===== config.mk =====
export PLATFORM = sky130hd
export DESIGN_NAME = pixel_cdc_tx
export DESIGN_NICKNAME = d
export VERILOG_FILES = /design/src/rtl/pixel_cdc_pkg.sv /design/src/rtl/pixel_fifo.sv /design/src/rtl/pixel_cdc_tx.sv
export SDC_FILE = /design/constraint.sdc
export NUM_CORES = 1
export LEC_CHECK = 0
export CORE_MARGIN = 5
export CORE_UTILIZATION = 45
export DETAILED_ROUTE_END_ITERATION = 12
export PLACE_DENSITY = 0.75
export SLEW_MARGIN = 10
export SYNTH_ARGS = -nofsm -noshare
export SYNTH_HDL_FRONTEND = slang
export SYNTH_HIERARCHICAL = 1
export SYNTH_SLANG_ARGS = --single-unit

===== constraint.sdc =====
create_clock -name clk_cpu_fast -period 3.16 [get_ports clk_cpu_fast]
set_input_delay 0.316 -clock clk_cpu_fast [delete_from_list [all_inputs] [get_ports clk_cpu_fast]]
set_output_delay 0.316 -clock clk_cpu_fast [all_outputs]
set_load 0.05 [all_outputs]

===== src/rtl/pixel_cdc_pkg.sv =====
// Shared types for the CPU->video pixel transmitter: request record and FSM states.
package pixel_cdc_pkg;

    localparam int PX_X_W = 10;
    localparam int PX_Y_W = 10;
    localparam int PX_B_W = 3;

    typedef struct packed {
        logic [PX_X_W-1:0] x;
        logic [PX_Y_W-1:0] y;
        logic [PX_B_W-1:0] brightness;
    } pixel_req_t;

    typedef enum logic [1:0] {
        ST_IDLE   = 2'd0,
        ST_SETUP  = 2'd1,
        ST_STROBE = 2'd2,
        ST_HOLD   = 2'd3
    } tx_state_t;

    function automatic int max3(input int a, input int b, input int c);
        int m;
        m = (a > b) ? a : b;
        return (m > c) ? m : c;
    endfunction

endpackage


===== src/rtl/pixel_fifo.sv =====
// Flop-based synchronous FIFO of pixel requests; occupancy held in a separate counter.
module pixel_fifo
    import pixel_cdc_pkg::*;
#(
    parameter int DEPTH = 4,
    localparam int AW = $clog2(DEPTH),
    localparam int CW = AW + 1
) (
    input  logic       clk,
    input  logic       rst_n,
    input  logic       push,
    input  pixel_req_t wdata,
    input  logic       pop,
    output pixel_req_t rdata,
    output logic       full,
    output logic       empty,
    output logic [AW:0] count
);

    pixel_req_t    mem_q [DEPTH];
    pixel_req_t    mem_d [DEPTH];
    logic [AW-1:0] wr_ptr_q, wr_ptr_d;
    logic [AW-1:0] rd_ptr_q, rd_ptr_d;
    logic [AW:0]   count_q, count_d;
    logic          do_push, do_pop;

    assign full    = (count_q == CW'(DEPTH));
    assign empty   = (count_q == '0);
    assign count   = count_q;
    assign rdata   = mem_q[rd_ptr_q];
    assign do_push = push && !full;
    assign do_pop  = pop && !empty;

    always_comb begin
        mem_d    = mem_q;
        wr_ptr_d = wr_ptr_q;
        rd_ptr_d = rd_ptr_q;
        count_d  = count_q;
        if (do_push) begin
            mem_d[wr_ptr_q] = wdata;
            wr_ptr_d        = wr_ptr_q + AW'(1);
        end
        if (do_pop) begin
            rd_ptr_d = rd_ptr_q + AW'(1);
        end
        case ({do_push, do_pop})
            2'b10:   count_d = count_q + CW'(1);
            2'b01:   count_d = count_q - CW'(1);
            default: count_d = count_q;
        endcase
    end

    // Storage carries no reset; only the pointers and count define validity.
    always_ff @(posedge clk) begin
        mem_q <= mem_d;
    end

    always_ff @(posedge clk or negedge rst_n) begin
        if (!rst_n) begin
            wr_ptr_q <= '0;
            rd_ptr_q <= '0;
            count_q  <= '0;
        end else begin
            wr_ptr_q <= wr_ptr_d;
            rd_ptr_q <= rd_ptr_d;
            count_q  <= count_d;
        end
    end

endmodule


===== src/rtl/pixel_cdc_tx.sv =====
// CPU-side pixel transmitter: buffers requests and presents each one as a
// quasi-static bus framed by setup / strobe / hold phases for 2-FF sampling.
module pixel_cdc_tx
    import pixel_cdc_pkg::*;
#(
    parameter int FIFO_DEPTH = 4,
    parameter int SETUP_CYC  = 4,
    parameter int STROBE_CYC = 4,
    parameter int HOLD_CYC   = 4,
    parameter int X_W        = PX_X_W,
    parameter int Y_W        = PX_Y_W,
    parameter int B_W        = PX_B_W
) (
    input  logic           clk_cpu_fast,
    input  logic           rst_cpu_n,
    input  logic           dpy_valid,
    input  logic [X_W-1:0] dpy_x,
    input  logic [Y_W-1:0] dpy_y,
    input  logic [B_W-1:0] dpy_brightness,
    output logic           dpy_ready,
    input  logic           overflow_clr,
    output logic [X_W-1:0] cpu_pixel_x,
    output logic [Y_W-1:0] cpu_pixel_y,
    output logic [B_W-1:0] cpu_pixel_brightness,
    output logic           cpu_pixel_shift,
    output logic           busy,
    output logic           overflow,
    output logic [7:0]     drop_cnt
);

    localparam int AW      = $clog2(FIFO_DEPTH);
    localparam int MAX_CYC = max3(SETUP_CYC, STROBE_CYC, HOLD_CYC);
    localparam int CNT_W   = (MAX_CYC > 1) ? $clog2(MAX_CYC) : 1;
    localparam logic [CNT_W-1:0] SETUP_LD  = CNT_W'(SETUP_CYC - 1);
    localparam logic [CNT_W-1:0] STROBE_LD = CNT_W'(STROBE_CYC - 1);
    localparam logic [CNT_W-1:0] HOLD_LD   = CNT_W'(HOLD_CYC - 1);

    tx_state_t        state_q, state_d;
    logic [CNT_W-1:0] cnt_q, cnt_d;
    logic [X_W-1:0]   x_q, x_d;
    logic [Y_W-1:0]   y_q, y_d;
    logic [B_W-1:0]   b_q, b_d;
    logic             shift_q, shift_d;
    logic             overflow_q, overflow_d;
    logic [7:0]       drop_cnt_q, drop_cnt_d;

    pixel_req_t  fifo_wdata, fifo_head;
    logic        fifo_pop, fifo_full, fifo_empty, drop;
    logic [AW:0] fifo_count;

    assign fifo_wdata = '{x: PX_X_W'(dpy_x), y: PX_Y_W'(dpy_y), brightness: PX_B_W'(dpy_brightness)};

    pixel_fifo #(.DEPTH(FIFO_DEPTH)) u_fifo (
        .clk   (clk_cpu_fast),
        .rst_n (rst_cpu_n),
        .push  (dpy_valid),
        .wdata (fifo_wdata),
        .pop   (fifo_pop),
        .rdata (fifo_head),
        .full  (fifo_full),
        .empty (fifo_empty),
        .count (fifo_count)
    );

    always_ff @(posedge clk_cpu_fast or negedge rst_cpu_n) begin
        if (!rst_cpu_n) begin
            state_q    <= ST_IDLE;
            cnt_q      <= '0;
            x_q        <= '0;
            y_q        <= '0;
            b_q        <= '0;
            shift_q    <= 1'b0;
            overflow_q <= 1'b0;
            drop_cnt_q <= '0;
        end else begin
            state_q    <= state_d;
            cnt_q      <= cnt_d;
            x_q        <= x_d;
            y_q        <= y_d;
            b_q        <= b_d;
            shift_q    <= shift_d;
            overflow_q <= overflow_d;
            drop_cnt_q <= drop_cnt_d;
        end
    end

    always_comb begin
        state_d  = state_q;
        cnt_d    = cnt_q;
        fifo_pop = 1'b0;
        unique case (state_q)
            ST_IDLE: begin
                if (!fifo_empty) begin
                    fifo_pop = 1'b1;
                    cnt_d    = SETUP_LD;
                    state_d  = ST_SETUP;
                end
            end
            ST_SETUP: begin
                if (cnt_q == '0) begin
                    cnt_d   = STROBE_LD;
                    state_d = ST_STROBE;
                end else begin
                    cnt_d = cnt_q - CNT_W'(1);
                end
            end
            ST_STROBE: begin
                if (cnt_q == '0) begin
                    cnt_d   = HOLD_LD;
                    state_d = ST_HOLD;
                end else begin
                    cnt_d = cnt_q - CNT_W'(1);
                end
            end
            ST_HOLD: begin
                if (cnt_q == '0) begin
                    // Chain straight into the next pixel when one is waiting.
                    if (!fifo_empty) begin
                        fifo_pop = 1'b1;
                        cnt_d    = SETUP_LD;
                        state_d  = ST_SETUP;
                    end else begin
                        state_d = ST_IDLE;
                    end
                end else begin
                    cnt_d = cnt_q - CNT_W'(1);
                end
            end
            default: state_d = ST_IDLE;
        endcase
    end

    always_comb begin
        shift_d = (state_d == ST_STROBE);
        x_d     = x_q;
        y_d     = y_q;
        b_d     = b_q;
        if (fifo_pop) begin
            x_d = X_W'(fifo_head.x);
            y_d = Y_W'(fifo_head.y);
            b_d = B_W'(fifo_head.brightness);
        end
        // A request seen while full is lost even if a pop frees a slot this cycle.
        drop       = dpy_valid && fifo_full;
        overflow_d = drop ? 1'b1 : (overflow_clr ? 1'b0 : overflow_q);
        drop_cnt_d = (drop && (drop_cnt_q != 8'hFF)) ? drop_cnt_q + 8'd1 : drop_cnt_q;
    end

    assign dpy_ready            = (fifo_count != (AW+1)'(FIFO_DEPTH));
    assign busy                 = (state_q != ST_IDLE) || !fifo_empty;
    assign cpu_pixel_x          = x_q;
    assign cpu_pixel_y          = y_q;
    assign cpu_pixel_brightness = b_q;
    assign cpu_pixel_shift      = shift_q;
    assign overflow             = overflow_q;
    assign drop_cnt             = drop_cnt_q;

endmodule


Word-level counts from Yosys, hierarchy flattened --
Cells that the tools add are included.
Operators by class: add/sub/neg operators 6, bitwise logic cells 2, equality and inequality tests 9, reduce and logical (&&, ||, !) cells 15, muxes and demuxes 22, order comparisons 3
Operators by type and width (count):
- bitwise mux 92 bit | 1
- two-way mux 23 bit | 3
- binary-select mux 23 bit (select 2 bit) | 1
- demux 23 bit (select 2 bit) | 1
- two-way mux 2 bit | 7
- adder 8 x 1 -> 8 bit (second input constant) | 1
- equality test 2 bit (second input constant) | 4
- != test 8 bit (second input constant) | 1
- case mux 2 bit (4 select lines) | 1
- greater-or-equal comparator 3 bit (second input constant) | 2
- inverter 2 -> 3 bit | 2
- case mux 2 bit (3 select lines) | 1
- case mux 3 bit (2 select lines) | 1
- nonzero test 2 bit | 3
- logical AND 1 bit | 5
- two-way mux 1 bit | 5
- adder 2 x 1 -> 2 bit (second input constant) | 2
- equality test 2 x 1 -> 1 bit (second input constant) | 2
- logical NOT 2 bit | 2
- adder 3 x 1 -> 3 bit (second input constant) | 1
- equality test 3 bit (second input constant) | 1
- logical NOT 3 bit | 1
- < comparator 3 x 1 -> 1 bit (second input constant) | 1
- != test 3 bit (second input constant) | 1
- other kinds (6) | 7
Storage, ports and cells: input bits 27, bits in registers 136

Longest topological paths before layout --
Gate-level depths: netlist (run 1).
word-level depth 7, gate-level depth with buffers 12

Hierarchy --
Netlist (run 1), hierarchy kept.
By module, submodules not included:
- pixel_fifo | cells each 158, instances 1, area each 3791.1 um^2
- pixel_cdc_tx | cells each 135, instances 1, area each 1689.1 um^2

Worst setup path after synthesis (run 1) --
Ideal clock, no wire load.
kind register to register, from register state_q[0], to register u_fifo.count_q[2], in the netlist u_fifo/count[2], buffers on the path 1, stages on the path, launching flop included 12, slack 0.602 ns, data arrival time 2.478 ns, data required time 3.081 ns, path through dfrtp_1 > inv_1 > ha_1 > nor3_4 > buf_6 > o31a_1 > ha_1 > inv_1 > fa_1 > xor2_1 > nor2_1 > xor2_1
Between the ends: cells in the longest elaborated chain, start to end 5
Ends and longest elaborated chain:
- from (decl) | RTL line pixel_cdc_tx.sv:38 | tx_state_t state_q, state_d;
- from (signal assigned) | RTL line pixel_cdc_tx.sv:76 | state_q <= state_d;
- equality test 2 bit / logical NOT 2 bit (equally long branches) | RTL line pixel_cdc_tx.sv:91 | unique case (state_q)
- case mux 1 bit (2 select lines) * | RTL line pixel_cdc_tx.sv:91
- named net fifo_pop | RTL line pixel_cdc_tx.sv:48 | logic fifo_pop, fifo_full, fifo_empty, drop;
- logical AND 1 bit * | RTL line pixel_fifo.sv:32 | assign do_pop = pop && !empty;
- named net u_fifo.do_pop | RTL line pixel_fifo.sv:25 | logic do_push, do_pop;
- equality test 2 x 1 -> 1 bit / equality test 2 bit (equally long branches) | RTL line pixel_fifo.sv:46 | case ({do_push, do_pop})
- case mux 3 bit (2 select lines) / nonzero test 2 bit (equally long branches)
- to (signal assigned) | RTL line pixel_fifo.sv:66 | count_q <= count_d;
- to (decl) | RTL line pixel_fifo.sv:24 | logic [AW:0] count_q, count_d;
Mark *: on every way through the listed nets, which the timed path passes. The rest lies on a longest branch. A chain may end at the register's enable or synchronous reset.

Worst setup path after layout (run 1) --
from register state_q[0], to register u_fifo.count_q[2], in the netlist u_fifo/count[2]
Between the ends: cells in the longest elaborated chain, start to end 5
Ends and longest elaborated chain (RTL line):
- equality test 2 bit / logical NOT 2 bit (equally long branches) | pixel_cdc_tx.sv:91
- case mux 1 bit (2 select lines) * | pixel_cdc_tx.sv:91
- logical AND 1 bit * | pixel_fifo.sv:32
- named net u_fifo.do_pop | pixel_fifo.sv:25
- equality test 2 x 1 -> 1 bit / equality test 2 bit (equally long branches) | pixel_fifo.sv:46
- case mux 3 bit (2 select lines) / nonzero test 2 bit (equally long branches)
Marked as above.

==> results of run 1 <==
[critical path: stages (launching register included)]
cell and delay, ns:
dfrtp_1 0.41, inv_1 0.11, ha_1 0.38, nor3_4 0.21, o31a_1 0.24, ha_1 0.20, inv_1 0.06, fa_1 0.37
xor2_1 0.15, nor2_1 0.11, xor2_1 0.15
[layer usage]
layer / routed length [um] / global-route usage [%]
met5: 0 / 0
met4: 220 / 6.73
met3: 337 / 3.88
met2: 5060 / 25.0
met1: 3830 / 16.8
[registers in the layout (all words and copies together) (netlist names)]
name,cells
u_fifo/mem_q,92
cpu_pixel_x,10
cpu_pixel_y,10
drop_cnt,8
cpu_pixel_brightness,3
u_fifo/count,3
cnt_q,2
state_q,2
u_fifo/rd_ptr_q,2
u_fifo/wr_ptr_q,2
cpu_pixel_shift,1
overflow,1
[cell usage in the layout, fill, tap and decap left out, types with 3 or more instances in the layout]
cell and instances:
mux4_2 18, buf_4 11, clkinvlp_4 3, nor2b_1 3, clkbuf_16 17, xor2_1 3
edfxtp_1 92, mux4_1 5, ha_1 14, inv_6 4, nand2_1 10, inv_1 13
a21oi_1 8, clkinv_2 3, dfrtp_1 43, and2_1 4, nand3_1 3, xnor2_1 4
clkdlybuf4s50_1 60, nor2_1 7, mux2_2 23
[metrics by stage]
step	cell area (um^2)	power, W	setup slack, ns	hold WS [ns]
after global placement	6260	0.00560	0.797	0.431
after global routing	6830	0.00785	0.573	0.476
final	6830	0.00745	0.691	0.486
after floorplan	5480	0.00489	0.602	0.0204
after CTS	6830	0.00755	0.677	0.456
after detailed placement	6260	0.00569	0.700	0.430
[power by group]
| part | switching (W) | internal [W] | leakage [nW] | total [W] |
|---|---|---|---|---|
| Clock | 0.000720 | 0.00111 | 0.271 | 0.00183 |
| Sequential | 0.000345 | 0.00245 | 1.37 | 0.00279 |
| Combinational | 0.00157 | 0.00125 | 0.892 | 0.00282 |
[final timing paths]
| check | endpoint | from | slack [ns] | cells past startpoint |
|---|---|---|---|---|
| max in group asynchronous | cpu_pixel_y[4] | rst_cpu_n | 1.93 | 3 |
| worst min-delay path | overflow | overflow_clr | 0.49 | 2 |
| worst max register to register | u_fifo/count[2] | state_q[0] | 0.69 | 10 |
| min in group asynchronous | cpu_pixel_shift | rst_cpu_n | 0.50 | 2 |
| worst max-delay path | u_fifo/count[2] | state_q[0] | 0.69 | 10 |
| worst min register to register | cpu_pixel_y[6] | cpu_pixel_y[6] | 0.50 | 1 |
[logic make-up after synthesis]
| logic type | count (synthesis) | share of synthesized area [%] |
|---|---|---|
| simple gates | 36 | 3.61 |
| compound gates | 25 | 2.99 |
| flops | 136 | 70.5 |
| xor+xnor | 7 | 1.12 |
| buf+inv | 23 | 2.65 |
| fa+ha+maj | 15 | 3.56 |
| mux | 51 | 15.6 |
[synth_stat cells (4+ instances only)]
library cell,count
dfrtp_1,44
and2_1,4
a21oi_1,8
xnor2_1,4
inv_1,13
nor2_1,7
mux4_2,18
edfxtp_1,92
mux2_2,23
nand2_1,10
mux4_1,5
ha_1,14
[cell type report]
cell class              instances  area [um^2]  share of cell area, %
flip-flops and latches        136         3860                   56.6
multi-input cells             134         1470                   21.5
repair buffers                 73          698                   10.2
clock buffers                  19          443                   6.48
well taps                     147          184                   2.69
clock inverters                13          120                   1.76
inverters                      13         48.8                  0.714
==> key figures, run 1 <==
Cells and area
  – Layout area overhead: 24.6%
  – Final Core Density: a little under three fifths
  – Layout cells sized above 1: about 23%
  – Layout Nets: 417
  – Ant diodes: 0
  – Filler Cell Count: 868
  – Fin cells: 535

Die
  – Die ar.: 14500 um^2
  – Core ar.: 12000 um^2
  – Initial Util: 45.8%
  – Die X-Extent: approximately 120 um
  – Die H: 120 um
  – I/O pins: 62
  – FP Rows: 40

Global route
  – First-pass GRT wire length: about 16000 um
  – Via count of the first global-routing pass: around 3000
  – Initial antenna violation count: 0
  – Largest net degree at the start of global routing: 29
  – GRT Overall Usage: 14.5%
  – Grt total ovfl: 0

Routing
  – Initial DRC count: between 100 and 150
  – DRT Pass-1 Iters: 4
  – Antenna-violating nets left: 0
  – Post-DR wirelength/cell: approximately 18 um
  – # DRC: 0
  – Via density: 5.31
  – Via count: between 2000 and 3000
  – Routed WL: 9450 um

Timing
  – Fin crit period: 2.47 ns
  – Slew margin rel.: ~45%
  – Max Fclk: 405 MHz
  – RSZ-0062 raised after global routing: no
  – Tcrit/Tclk final: 78.1%
  – Tightest Pin Transition: 0.829 ns
  – Hold Fails Final Rpt: 0
  – Max Slew Vio Count: 0
  – TNS Setup: 0 ns
  – Skew final: 0.00845 ns
  – Setup violators final: 0

Place
  – IO buf count: 61
  – RD Place Congestion: 0.725
  – DP Cell Count: 502
  – Final HPWL DP: 6080 um

Critical path
  – Startpoint types: register
  – Critical Path Sink Type: register
  – CP Max Fanout: 5
  – Crit path kind: register to register
  – CP Data Required Time: 3.49 ns
  – CP Data Arrival Time: 2.80 ns

Clocking
  – H-tree lvl count: 4
  – CTS buffer count: 17
  – CTS resizes: 0
  – CTS sink cnt: between 100 and 150
  – Post-CTS Setup Bufs: 0
  – Worst-path clk slew: 0.05 ns
  – Worst-skew pair later-pin latency: just over 0.4 ns
  – CTS tree: yes
  – Post-CTS Hold Fix Bufs: 1
  – CTS root buf: clkbuf_16
  – Clk buf depth: 2

Synthesis
  – Synth Register Bits: 136
  – Synth top area cells: edfxtp_1 (50%), dfrtp_1 (20%), mux4_2 (7.4%)
  – Number of synthesized flops with an enable pin: 92
  – Post-synth top area cell: edfxtp_1
  – Seq/Total Area, Yosys: 70.5%
  – Synth warn: 6
  – Syn Std Cell Area: 5480 um^2
  – Yosys top cell area share: 50.4%
  – Syn Inst Count: 293
  – Distinct cell type count after synthesis: 43
  – Synthesized net count: 335
  – Async SR Flop Fraction: 32.4%
  – Synth Area per Inst: 18.7 um^2
  – Main synth FF type: edfxtp_1

Power and ir drop
  – P_leak: 2.53 nW
  – Peak supply drop: approximately 0.42 mV
  – Pwr per Cell Area: 1090 nW/um^2

Run
  – Max Cap Viol: 0

Hold path
  – Worst min path class: primary input to register

Run status
  – Status: completed
(Power assumes the default switching activity.)
==> run 2: changes to the inputs <==
- PLACE_DENSITY: 0.75 -> 0.78
- clock period: 3.16 -> 2.1 ns (I/O delays scaled with it)
==> run 2 against run 1 <==
- first-iteration DRC count fell by 13%
- die area stayed put
- count of clock-buffer cells in the layout down 2
- clock skew fell by 0.0032 ns
- largest power group unchanged
- via count is 2.5% higher
- largest cell class unchanged
==> key figures, run 2 (synthesized netlist as in run 1, its figures left out) <==
Run status
  – Status: completed (unchanged)

Critical path
  – Worst flop-to-flop path endpoint: u_fifo/count[2] (unchanged)
  – CP Data Required Time: 2.43 ns (was 3.49 ns)
  – Delay of the slowest critical-path stage: 0.42 ns (was 0.41 ns)
  – Flop-to-flop setup slack: 0.01 ns (was 0.69 ns)
  – Crit path kind: register to register (unchanged)
  – Worst-case reg-to-reg path depth: 10 (unchanged)
  – Critical Path Sink Type: register (unchanged)
  – Startpoint types: register (unchanged)
  – RR Startpoint: state_q[1] (was state_q[0])
  – CP Max Fanout: 3 (was 5)
  – CP Data Arrival Time: 2.42 ns (was 2.80 ns)
  – CP max-delay cell: dfrtp_2 (was dfrtp_1)
  – Critical Path, Cell by Cell: inv_2 -> ha_4 -> nor3_4 -> o31a_1 -> ha_2 -> inv_2 -> fa_2 -> xor2_1 -> nor2_1 -> xor2_1 (was inv_1 -> ha_1 -> nor3_4 -> o31a_1 -> ha_1 -> inv_1 -> fa_1 -> xor2_1 -> nor2_1 -> xor2_1)

Die
  – Initial Util: 45.8% (unchanged)
  – I/O pins: 62 (unchanged)
  – Core ar.: 12000 um^2 (unchanged)
  – Die ar.: 14500 um^2 (unchanged)
  – Die H: 120 um (unchanged)
  – Die X-Extent: 120 um (unchanged)
  – FP Rows: 40 (unchanged)

Timing
  – Max Fclk: 479 MHz (was 405 MHz)
  – Slew margin rel.: 64.0% (was 44.8%)
  – Tcrit/Tclk final: 99.3% (was 78.1%)
  – Max Slew Vio Count: 0 (unchanged)
  – Skew final: 0.00521 ns (was 0.00845 ns)
  – RSZ-0062 raised after global routing: yes (was no)
  – Hold Fails Final Rpt: 0 (unchanged)
  – Fin crit period: 2.09 ns (was 2.47 ns)
  – Tightest Pin Transition: 0.538 ns (was 0.829 ns)
  – Setup violators final: 0 (unchanged)
  – Setup ws final: 0.0139 ns (was 0.691 ns)

Cells and area
  – Max reg flops: 92 (unchanged)
  – Layout Nets: 443 (was 417)
  – Commonest non-fill, non-tap cell in the layout: edfxtp_1 (unchanged)
  – Ant diodes: 0 (unchanged)
  – Largest Register: u_fifo/mem_q (unchanged)
  – Filler Cell Count: 860 (was 868)
  – Commonest non-fill, non-tap cells in the layout: edfxtp_1 (92), clkdlybuf4s50_1 (59), dfrtp_1 (42), buf_4 (38), mux2_2 (23) (was edfxtp_1 (92), clkdlybuf4s50_1 (60), dfrtp_1 (43), mux2_2 (23), mux4_2 (18))
  – Layout cells sized above 1: 31.2% (was 22.9%)
  – Layout area overhead: 29.5% (was 24.6%)

Clocking
  – CTS root buf: clkbuf_16 (unchanged)
  – CTS tree: yes (unchanged)
  – H-tree lvl count: 4 (unchanged)
  – CTS sink cnt: 136 (unchanged)
  – CTS resizes: 0 (unchanged)
  – CTS buffer count: 17 (unchanged)
  – Worst-path clk slew: 0.06 ns (was 0.05 ns)
  – Clk buf depth: 2 (unchanged)
  – Worst-skew pair later-pin latency: 0.41 ns (about the same)

Power and ir drop
  – Clk network pwr share: 24.2% (was 24.6%)
  – Internal power: 0.00761 W (was 0.00481 W)
  – Overall power: 0.0118 W (was 0.00745 W)
  – Peak supply drop: 0.787 mV (was 0.424 mV)
  – Sw Ratio: 35.7% (was 35.4%)
  – Combinational group share of total power: 41.8% (was 37.9%)
  – P_leak: 2.66 nW (was 2.53 nW)
  – Pwr per Cell Area: 1670 nW/um^2 (was 1090 nW/um^2)
  – Seq pwr share: 34.0% (was 37.5%)
  – Switching power: 0.00422 W (was 0.00263 W)

Routing
  – Post-DR wirelength/cell: 17.9 um (was 17.7 um)
  – Routed WL: 10000 um (was 9450 um)
  – Initial DRC count: 122 (was 141)
  – Via count: 2911 (was 2839)
  – DRT Pass-1 Iters: 4 (unchanged)
  – # DRC: 0 (unchanged)
  – Antenna-violating nets left: 0 (unchanged)
  – Via density: 5.19 (was 5.31)

Global route
  – Initial antenna violation count: 0 (unchanged)
  – Via count of the first global-routing pass: 3251 (was 3030)
  – Grt total ovfl: 0 (unchanged)
  – GRT Overall Usage: 15.0% (was 14.5%)
  – Largest net degree at the start of global routing: 24 (was 29)
  – First-pass GRT wire length: 16600 um (was 15800 um)

Hold path
  – Worst min path class: primary input to async pin (was primary input to register)

Place
  – IO buf count: 61 (unchanged)
  – Final HPWL DP: 6520 um (was 6080 um)
  – RD Place Congestion: 0.723 (was 0.725)
  – Pre-CTS setup slack: -0.0307 ns (was 0.700 ns)

Run
  – Max Cap Viol: 0 (unchanged)
## run 2: cell count changes in the layout (fill, tap and decap cells not counted), moves of 2 or more
cell      previous run  this run
buf_4               11        38
inv_1               13         8
inv_2                0         5
ha_4                 0         3
inv_8                0         4
ha_1                14        10
clkinv_2             3         1
## run 2: what timing repair did
| action | in CTS | in global routing |
|---|---|---|
| hold buffers | 1 | 0 |
| pin swaps | 6 | 1 |
| setup endpoints to repair | 1 | 2 |
| gates cloned | 0 | 0 |
| buffers inserted | 8 | 0 |
| hold endpoints to repair | 17 | 0 |
## run 2: worst max path at each step
stage,start,to
finish,state_q[1],u_fifo/count[2]
global placement,state_q[1],u_fifo/count[2]
floorplan,state_q[0],u_fifo/count[2]
global route,state_q[1],u_fifo/count[2]
CTS,state_q[0],u_fifo/count[2]
detailed placement,state_q[1],u_fifo/count[2]
## run 2: layout make-up
cell class,count,area [um^2],area share [%]
Clock inverter,15,163,2.29
Inverter,13,48.8,0.688
Tap cell,147,184,2.59
Clock buffer,17,425,6.00
Multi-Input combinational cell,134,1520,21.4
Sequential cell,136,3870,54.5
Timing Repair Buffer,99,891,12.6
## run 2: worst max-delay path, delay by kind of cell (launching register included)
family / cells / cell delay [ns]
AO/OA/AOI/OAI: 1 / 0.18
AND/OR/NAND/NOR: 2 / 0.28
buffers and inverters: 2 / 0.12
XOR/XNOR: 2 / 0.29
adder cells (fa/ha/maj): 3 / 0.72
flip-flops: 1 / 0.42
## run 2: power by group through the flow
stage | clock network (W) | registers (W) | logic [W]
after floorplan | 0 | 0.00502 | 0.00245
after global placement | 0 | 0.00404 | 0.00469
after detailed placement | 0 | 0.00408 | 0.00482
after CTS | 0.00292 | 0.00403 | 0.00500
after global routing | 0.00303 | 0.00410 | 0.00532
final | 0.00287 | 0.00402 | 0.00494
## run 2: routing by layer
layer	GRT usage, %	wire length [um]
met5	0	0
met4	4.82	178
met3	3.98	312
met2	27.2	5500
met1	17.4	4030
## run 2: stage by stage
stage                     instance area, um^2  hold slack (ns)  setup TNS (ns)  instances  util [%]
final                                    7100            0.300               0        561      59.3
after global routing                     7100            0.348          -0.130        561      59.3
after CTS                                7100            0.310               0        561      59.3
after detailed placement                 6440            0.198         -0.0307        520      53.8
after global placement                   6440            0.195               0        520      53.8
after floorplan                          5530          -0.0856          -0.507        293         -
==> run 3: changes to the inputs <==
- SLEW_MARGIN: 10 -> not set
==> results of run 3 <==
The final DEF is identical to that of run 2; final timing and power are the same.
